## src/rtl/vend_controller.sv

```systemverilog
// vend_controller: coin-credit sequencer with selection, cancel, single-cycle dispense and greedy change payout.
module vend_controller #(
  parameter int PRICE_A    = 7,
  parameter int PRICE_B    = 12,
  parameter int PRICE_C    = 20,
  parameter int MAX_CREDIT = 31
) (
  input  logic       clk,
  input  logic       rst,
  input  logic       coin_valid,
  input  logic [3:0] coin,
  input  logic       sel_valid,
  input  logic [1:0] sel,
  input  logic       cancel,
  output logic [4:0] total,
  output logic       coin_reject,
  output logic       insufficient,
  output logic       dispense,
  output logic [1:0] item,
  output logic       change_valid,
  output logic [3:0] change_coin,
  output logic       busy
);
  typedef enum logic [1:0] {IDLE, COLLECT, DISPENSE, CHANGE} state_e;
  state_e     state_q, state_d;
  logic [4:0] total_q, total_d;
  logic [1:0] item_q, item_d;
  logic       reject_q, reject_d, insuf_q, insuf_d;
  logic [4:0] price;
  logic [5:0] sum;
  logic [3:0] greedy;
  logic       legal;
  assign legal  = coin == 4'd1 || coin == 4'd2 || coin == 4'd5 || coin == 4'd10;
  assign sum    = {1'b0, total_q} + {2'b00, coin};
  assign price  = sel == 2'd0 ? 5'(PRICE_A) : sel == 2'd1 ? 5'(PRICE_B) : 5'(PRICE_C);
  assign greedy = total_q >= 5'd10 ? 4'd10 : total_q >= 5'd5 ? 4'd5 :
                  total_q >= 5'd2 ? 4'd2 : total_q != 5'd0 ? 4'd1 : 4'd0;
  always_comb begin
    state_d  = state_q;
    total_d  = total_q;
    item_d   = item_q;
    reject_d = 1'b0;
    insuf_d  = 1'b0;
    if (state_q == IDLE || state_q == COLLECT) begin
      // cancel beats selection beats coin; a losing coin is refused
      if (cancel) begin
        reject_d = coin_valid;
        if (state_q == COLLECT) state_d = CHANGE;
      end else if (sel_valid) begin
        reject_d = coin_valid;
        if (sel == 2'd3 || price > total_q) insuf_d = 1'b1;
        else begin
          total_d = total_q - price;
          item_d  = sel;
          state_d = DISPENSE;
        end
      end else if (coin_valid) begin
        if (legal && sum <= 6'(MAX_CREDIT)) begin
          total_d = sum[4:0];
          state_d = COLLECT;
        end else reject_d = 1'b1;
      end
    end else if (state_q == DISPENSE) begin
      reject_d = coin_valid;
      state_d  = total_q != 5'd0 ? CHANGE : IDLE;
    end else begin
      reject_d = coin_valid;
      total_d  = total_q - {1'b0, greedy};
      state_d  = total_d == 5'd0 ? IDLE : CHANGE;
    end
  end
  always_ff @(posedge clk or negedge rst) begin
    if (!rst) begin
      state_q  <= IDLE;
      total_q  <= 5'd0;
      item_q   <= 2'd0;
      reject_q <= 1'b0;
      insuf_q  <= 1'b0;
    end else begin
      state_q  <= state_d;
      total_q  <= total_d;
      item_q   <= item_d;
      reject_q <= reject_d;
      insuf_q  <= insuf_d;
    end
  end
  assign total        = total_q;
  assign item         = item_q;
  assign coin_reject  = reject_q;
  assign insufficient = insuf_q;
  assign dispense     = state_q == DISPENSE;
  assign change_valid = state_q == CHANGE;
  assign change_coin  = change_valid ? greedy : 4'd0;
  assign busy         = dispense | change_valid;
endmodule

```

## config.mk

```make
export PLATFORM = sky130hd
export DESIGN_NAME = vend_controller
export DESIGN_NICKNAME = d
export VERILOG_FILES = /design/src/rtl/vend_controller.sv
export SDC_FILE = /design/constraint.sdc
export NUM_CORES = 1
export LEC_CHECK = 0
export ABC_AREA = 1
export CAP_MARGIN = 40
export CELL_PAD_IN_SITES_DETAIL_PLACEMENT = 1
export CELL_PAD_IN_SITES_GLOBAL_PLACEMENT = 2
export CORE_MARGIN = 2
export CORE_UTILIZATION = 29
export CTS_CLUSTER_SIZE = 20
export DETAILED_ROUTE_END_ITERATION = 7
export PLACE_DENSITY = 0.92
export SLEW_MARGIN = 20
export SYNTH_ARGS = -nofsm -noshare
export SYNTH_HDL_FRONTEND = slang
export SYNTH_SLANG_ARGS = --single-unit
```

## constraint.sdc

```tcl
create_clock -name clk -period 6.5 [get_ports clk]
set_input_delay 1.3 -clock clk [delete_from_list [all_inputs] [get_ports clk]]
set_output_delay 1.3 -clock clk [all_outputs]
set_load 0.01 [all_outputs]
```

### Word level (Yosys, flattened, before mapping)

Index checks and enable logic that the tools add are counted.

| operators by class | value |
|---|---|
| $add $sub $neg | 3 |
| magnitude comparators | 5 |
| equal/unequal tests | 18 |
| mux-type cells | 33 |
| bitwise operators | 3 |
| reduce and logical (&&, ||, !) cells | 13 |

Operators by type and width:

| operator | number |
|---|---|
| $mux W5 | 9 |
| $mux W2 | 11 |
| $mux W1 | 10 |
| $ne A3 B3 Y1 const B | 3 |
| $mux W4 | 2 |
| $ne A4 B4 Y1 const B | 2 |
| $reduce_and A4 Y1 | 2 |
| $add A5 B4 Y6 | 1 |
| $eq A2 B2 Y1 const B | 3 |
| $le A6 B5 Y1 const B | 1 |
| $ge A5 B2 Y1 const B | 1 |
| $ge A5 B3 Y1 const B | 1 |
| $ge A5 B4 Y1 const B | 1 |
| $gt A5 B5 Y1 | 1 |
| $logic_not A5 Y1 | 1 |
| $logic_or A1 B1 Y1 | 5 |
| $reduce_and A5 Y1 | 1 |
| $reduce_bool A5 Y1 | 1 |
| $sub A5 B4 Y5 | 1 |
| $sub A5 B5 Y5 | 1 |
| $eq A2 B1 Y1 const B | 2 |
| $eq A4 B1 Y1 const B | 1 |
| $eq A4 B2 Y1 const B | 1 |
| $eq A4 B3 Y1 const B | 1 |
| other kinds (10) | 12 |

| word-level totals | value |
|---|---|
| register bits after elaboration | 11 |
| input port bits | 11 |
| output and inout bits | 16 |
| logic and storage cells | 80 |

### Depth between registers and ports, before layout

| logic depth | value |
|---|---|
| depth in word-level cells | 10 |
| gate-level depth with buffers | 18 |
| mapped depth without buffers | 17 |

### Worst setup path before layout

Ideal clock, no wire load.

| timing | value |
|---|---|
| path kind | register to output |
| from | register total_q[1] (netlist: total[1]) |
| to | output port change_coin[0] |
| data arrival time | 1.336 ns |
| data required time | 5.200 ns |
| setup slack | 3.864 ns |
| stages on the path, launching flop included | 7 |
| path buffers | 0 |
| cells stage by stage | dfrtp_1 -> inv_1 -> a21oi_1 -> inv_1 -> o21ai_4 -> o21ai_0 -> nor2_1 |

| on the way | value |
|---|---|
| word-level cells in the longest chain between the ends | 6 |
| elaborated cells on any way between the ends | 9 |
| those cells by class | order compare: 3; mux: 5; reduce/logical: 1 |

Ends and longest elaborated chain:

| what | RTL line | text |
|---|---|---|
| start: declaration | 26 | `logic [4:0] total_q, total_d;` |
| start signal: assignment | 81 | `total_q <= total_d;` |
| parallel branches: the longest is 4 deep, another holds $ge A5 B2 Y1 | -- |  |
| $mux W4 * | 36 | `assign greedy = total_q >= 5'd10 ? 4'd10 : total_q >= 5'd5 ? 4'd5 :` |
| $mux W4 * | 93 | `assign change_coin = change_valid ? greedy : 4'd0;` |
| end: declaration | 21 | `output logic [3:0] change_coin,` |

Mark *: on every way between the ends.

### Worst setup path after layout

Same ends and word-level chain as after synthesis.

==> impl_results.md <==
- Status: complete, no violations
- IO Port Bufs: 26
- Yosys reg bits: 11
- Initial antenna violation count: 0
- Clock transition at path regs: 0.05 ns
- Final Hold Viols: 0
- Worst slew pin tran: ~0.54 ns
- Initial Utilization: 30.4%
- Worst endpoint required time: approximately 5.2 ns
- CTS tree: built
- N_diodes: 0
- Pwr/cell area: ~520 mW/mm2
- Avg Cell Area, Syn: between 6 and 7 um2
- Die Ht: around 72 um
- Synthesis-to-finish area growth: 25.1%
- Drt initial violations: 38
- Sw frac: between 50% and 60%
- Top Ports: 27
- Largest net degree at the start of global routing: 13
- H-Tree Level Count: 1
- Routed wire length per instance: approximately 14 um
- Seq/Total Area, Yosys: between 20 and 25%
- Root Buffer: clkbuf_8
- DP HPWL: approximately 3200 um
- Layout cells sized above 1: approximately 6.8%
- Nets: approximately 260
- GRT Total Usage: about 16%
- Die width: about 70 um
- Cell Int Power: between 400 and 500 uW
- Clock network fraction of design power: under 10%
- Fmax: 280 MHz
- Resized Gates After CTS: 0
- Worst slew margin: 64.2%
- Syn Nets: approximately 240
- Yosys cell types: 28
- Syn Inst Count: approximately 210
- Worst-path fanout max: 7
- Hold-fix buffer count after cts: 0
- Total power: 879 uW
- Most common flop cell mapped by yosys: dfrtp_1
- Logic pwr share: approximately 74%
- LEAKAGE: 0.000862 uW
- First-pass GRT wire length: 6580 um
- Die area: about 0.0052 mm2
- Period Utilization, post-route: a little over half
- CTS Buf Count: 3
- Drt total wl: 3890 um
- Core area: around 0.0044 mm2
- Clk_skew: 0.00296 ns
- Clock Latency Late Sink: roughly 0.24 ns
- Worst setup EP type: output pin
- Drt via density: around 4.9
- Critical path class: flip-flop to output pin
- Number of flops mapped to enable cells by yosys: 0
- Post-CTS Setup Inserts: 0
- Mapped Area: between 0.001 and 0.0015 mm2
- Crit path DAT: about 2.3 ns
- Maximum clock path buffer count: 2
- Placer congestion estimate: ~0.84
- Final setup violating endpoints: 0
- Flop pwr share: approximately 18%
- HP Class: flip-flop to flip-flop
- Min Hold Slack: about 0.50 ns
- Clock sink total: 11
- Detailed Routing Iterations Pass 1: 4
- Max VDD drop: between 0.2 and 0.25 mV
- RSZ-0062 raised after global routing: false
- Slew Viols, Final: 0
- Via count: approximately 1,400
- Synthesis Warnings: 0
- FFs w/ async S/R, synth: between 90% and 100%
- ANT nets after route: 0
- Final Critical Period: ~3.6 ns
- R2R Setup Slk: 3.74 ns
- Setup TNS: 0 ns
- Global route overflow: 0
- Number of fill cells: roughly 600
- Vias in the first global route: between 1,000 and 1,500
- Final routed DRC violation total: 0
- Cell row count: 24
- Critical path launch point type: flip-flop
- Switching power: roughly 460 uW
- Maxcap violations: 0
-- metrics by stage --
step | setup WS, ns | cell area (um2) | utilization, % | cells
floorplan | 3.86 | 1340 | - | 209
global placement | 3.13 | 1630 | 37.0 | 283
detailed placement | 3.15 | 1630 | 37.0 | 283
CTS | 2.88 | 1680 | 38.0 | 287
global route | 2.72 | 1680 | 38.0 | 287
finish | 2.93 | 1680 | 38.0 | 287
-- routing by layer --
| layer | up-vias | GRT usage (%) | part of all wire [%] |
|---|---|---|---|
| li1 | 712 | - | - |
| met1 | 672 | 22.7 | 50 |
| met2 | 15 | 27.2 | 47 |
| met3 | 2 | 2.92 | 2.8 |
| met4 | 0 | 1.89 | 0.21 |
| met5 | - | 0 | 0 |
-- cell usage in the layout (no fill, tap or decap), drive strengths merged --
| cell | instances |
|---|---|
| a31o | 1 |
| clkbuf | 4 |
| nor2 | 22 |
| fa | 3 |
| a21boi | 1 |
| nand4 | 2 |
| ha | 12 |
| a21oi | 10 |
| nand2 | 63 |
| dfrtp | 11 |
| nand3 | 20 |
| inv | 37 |
| a31oi | 1 |
| xnor2 | 1 |
| o21ai | 16 |
| clkdlybuf4s50 | 26 |
| nand3b | 4 |
| o31ai | 1 |
-- synth_stat cells, types with 3 or more instances --
cell      count  area (um2)
nand3b_1      4        30.0
inv_1        35         131
ha_1         12         150
o21ai_0       9        45.0
nor2_1       21        78.8
nand3_1      18        90.1
nand2_1      59         221
o21ai_1       5        25.0
nand2_2       3        18.8
fa_1          3        60.1
dfrtp_1      11         275
a21oi_1       9        45.0
-- final cells by class --
class                           instances  area (um2)  share of cell area (%)
Clock buffer                            4        45.0                    2.68
Inverter                               37         139                    8.27
Multi-Input combinational cell        157         895                    53.3
Sequential cell                        11         275                    16.4
Tap cell                               52        65.1                    3.87
Timing Repair Buffer                   26         260                    15.5
-- worst paths after layout --
path	from	endpoint	depth (start not counted)
worst max-delay path	total[1]	change_coin[0]	7
worst min-delay path	item[0]	item[0]	2
worst max register to register	total[1]	state_q[0]	17
worst min register to register	item[0]	item[0]	2
max in group asynchronous	rst	total[3]	1
min in group asynchronous	rst	state_q[0]	1
-- cell families after synthesis --
family / count (synthesis) / synth area share [%]
adders and majority gates: 15 / 15.7
xor gates and xnor gates: 1 / 0.652
DFF: 11 / 20.5
AOI/OAI and AO/OA: 30 / 13.9
and+or+nand+nor: 111 / 36.4
buffers and inverters: 41 / 12.9
-- registers in the layout (all words and copies together), names as in the netlist --
signal and cells:
item 2, insufficient 1, total 5, coin_reject 1, state_q 2
-- worst max-delay path, stage by stage (launching register included) --
cell             delay [ns]
dfrtp_1                0.53
inv_1                  0.22
a21oi_1                0.24
inv_1                  0.10
o21ai_4                0.17
o21ai_0                0.13
nor2_1                 0.10
clkdlybuf4s50_1        0.54
-- power groups by stage --
stage	clock network (uW)	registers [uW]	logic [uW]
final	68.7	156	654
after global routing	73.1	164	750
after detailed placement	0	160	658
after floorplan	0	137	480
after CTS	70.9	159	662
after global placement	0	159	646
(Power assumes the default switching activity.)
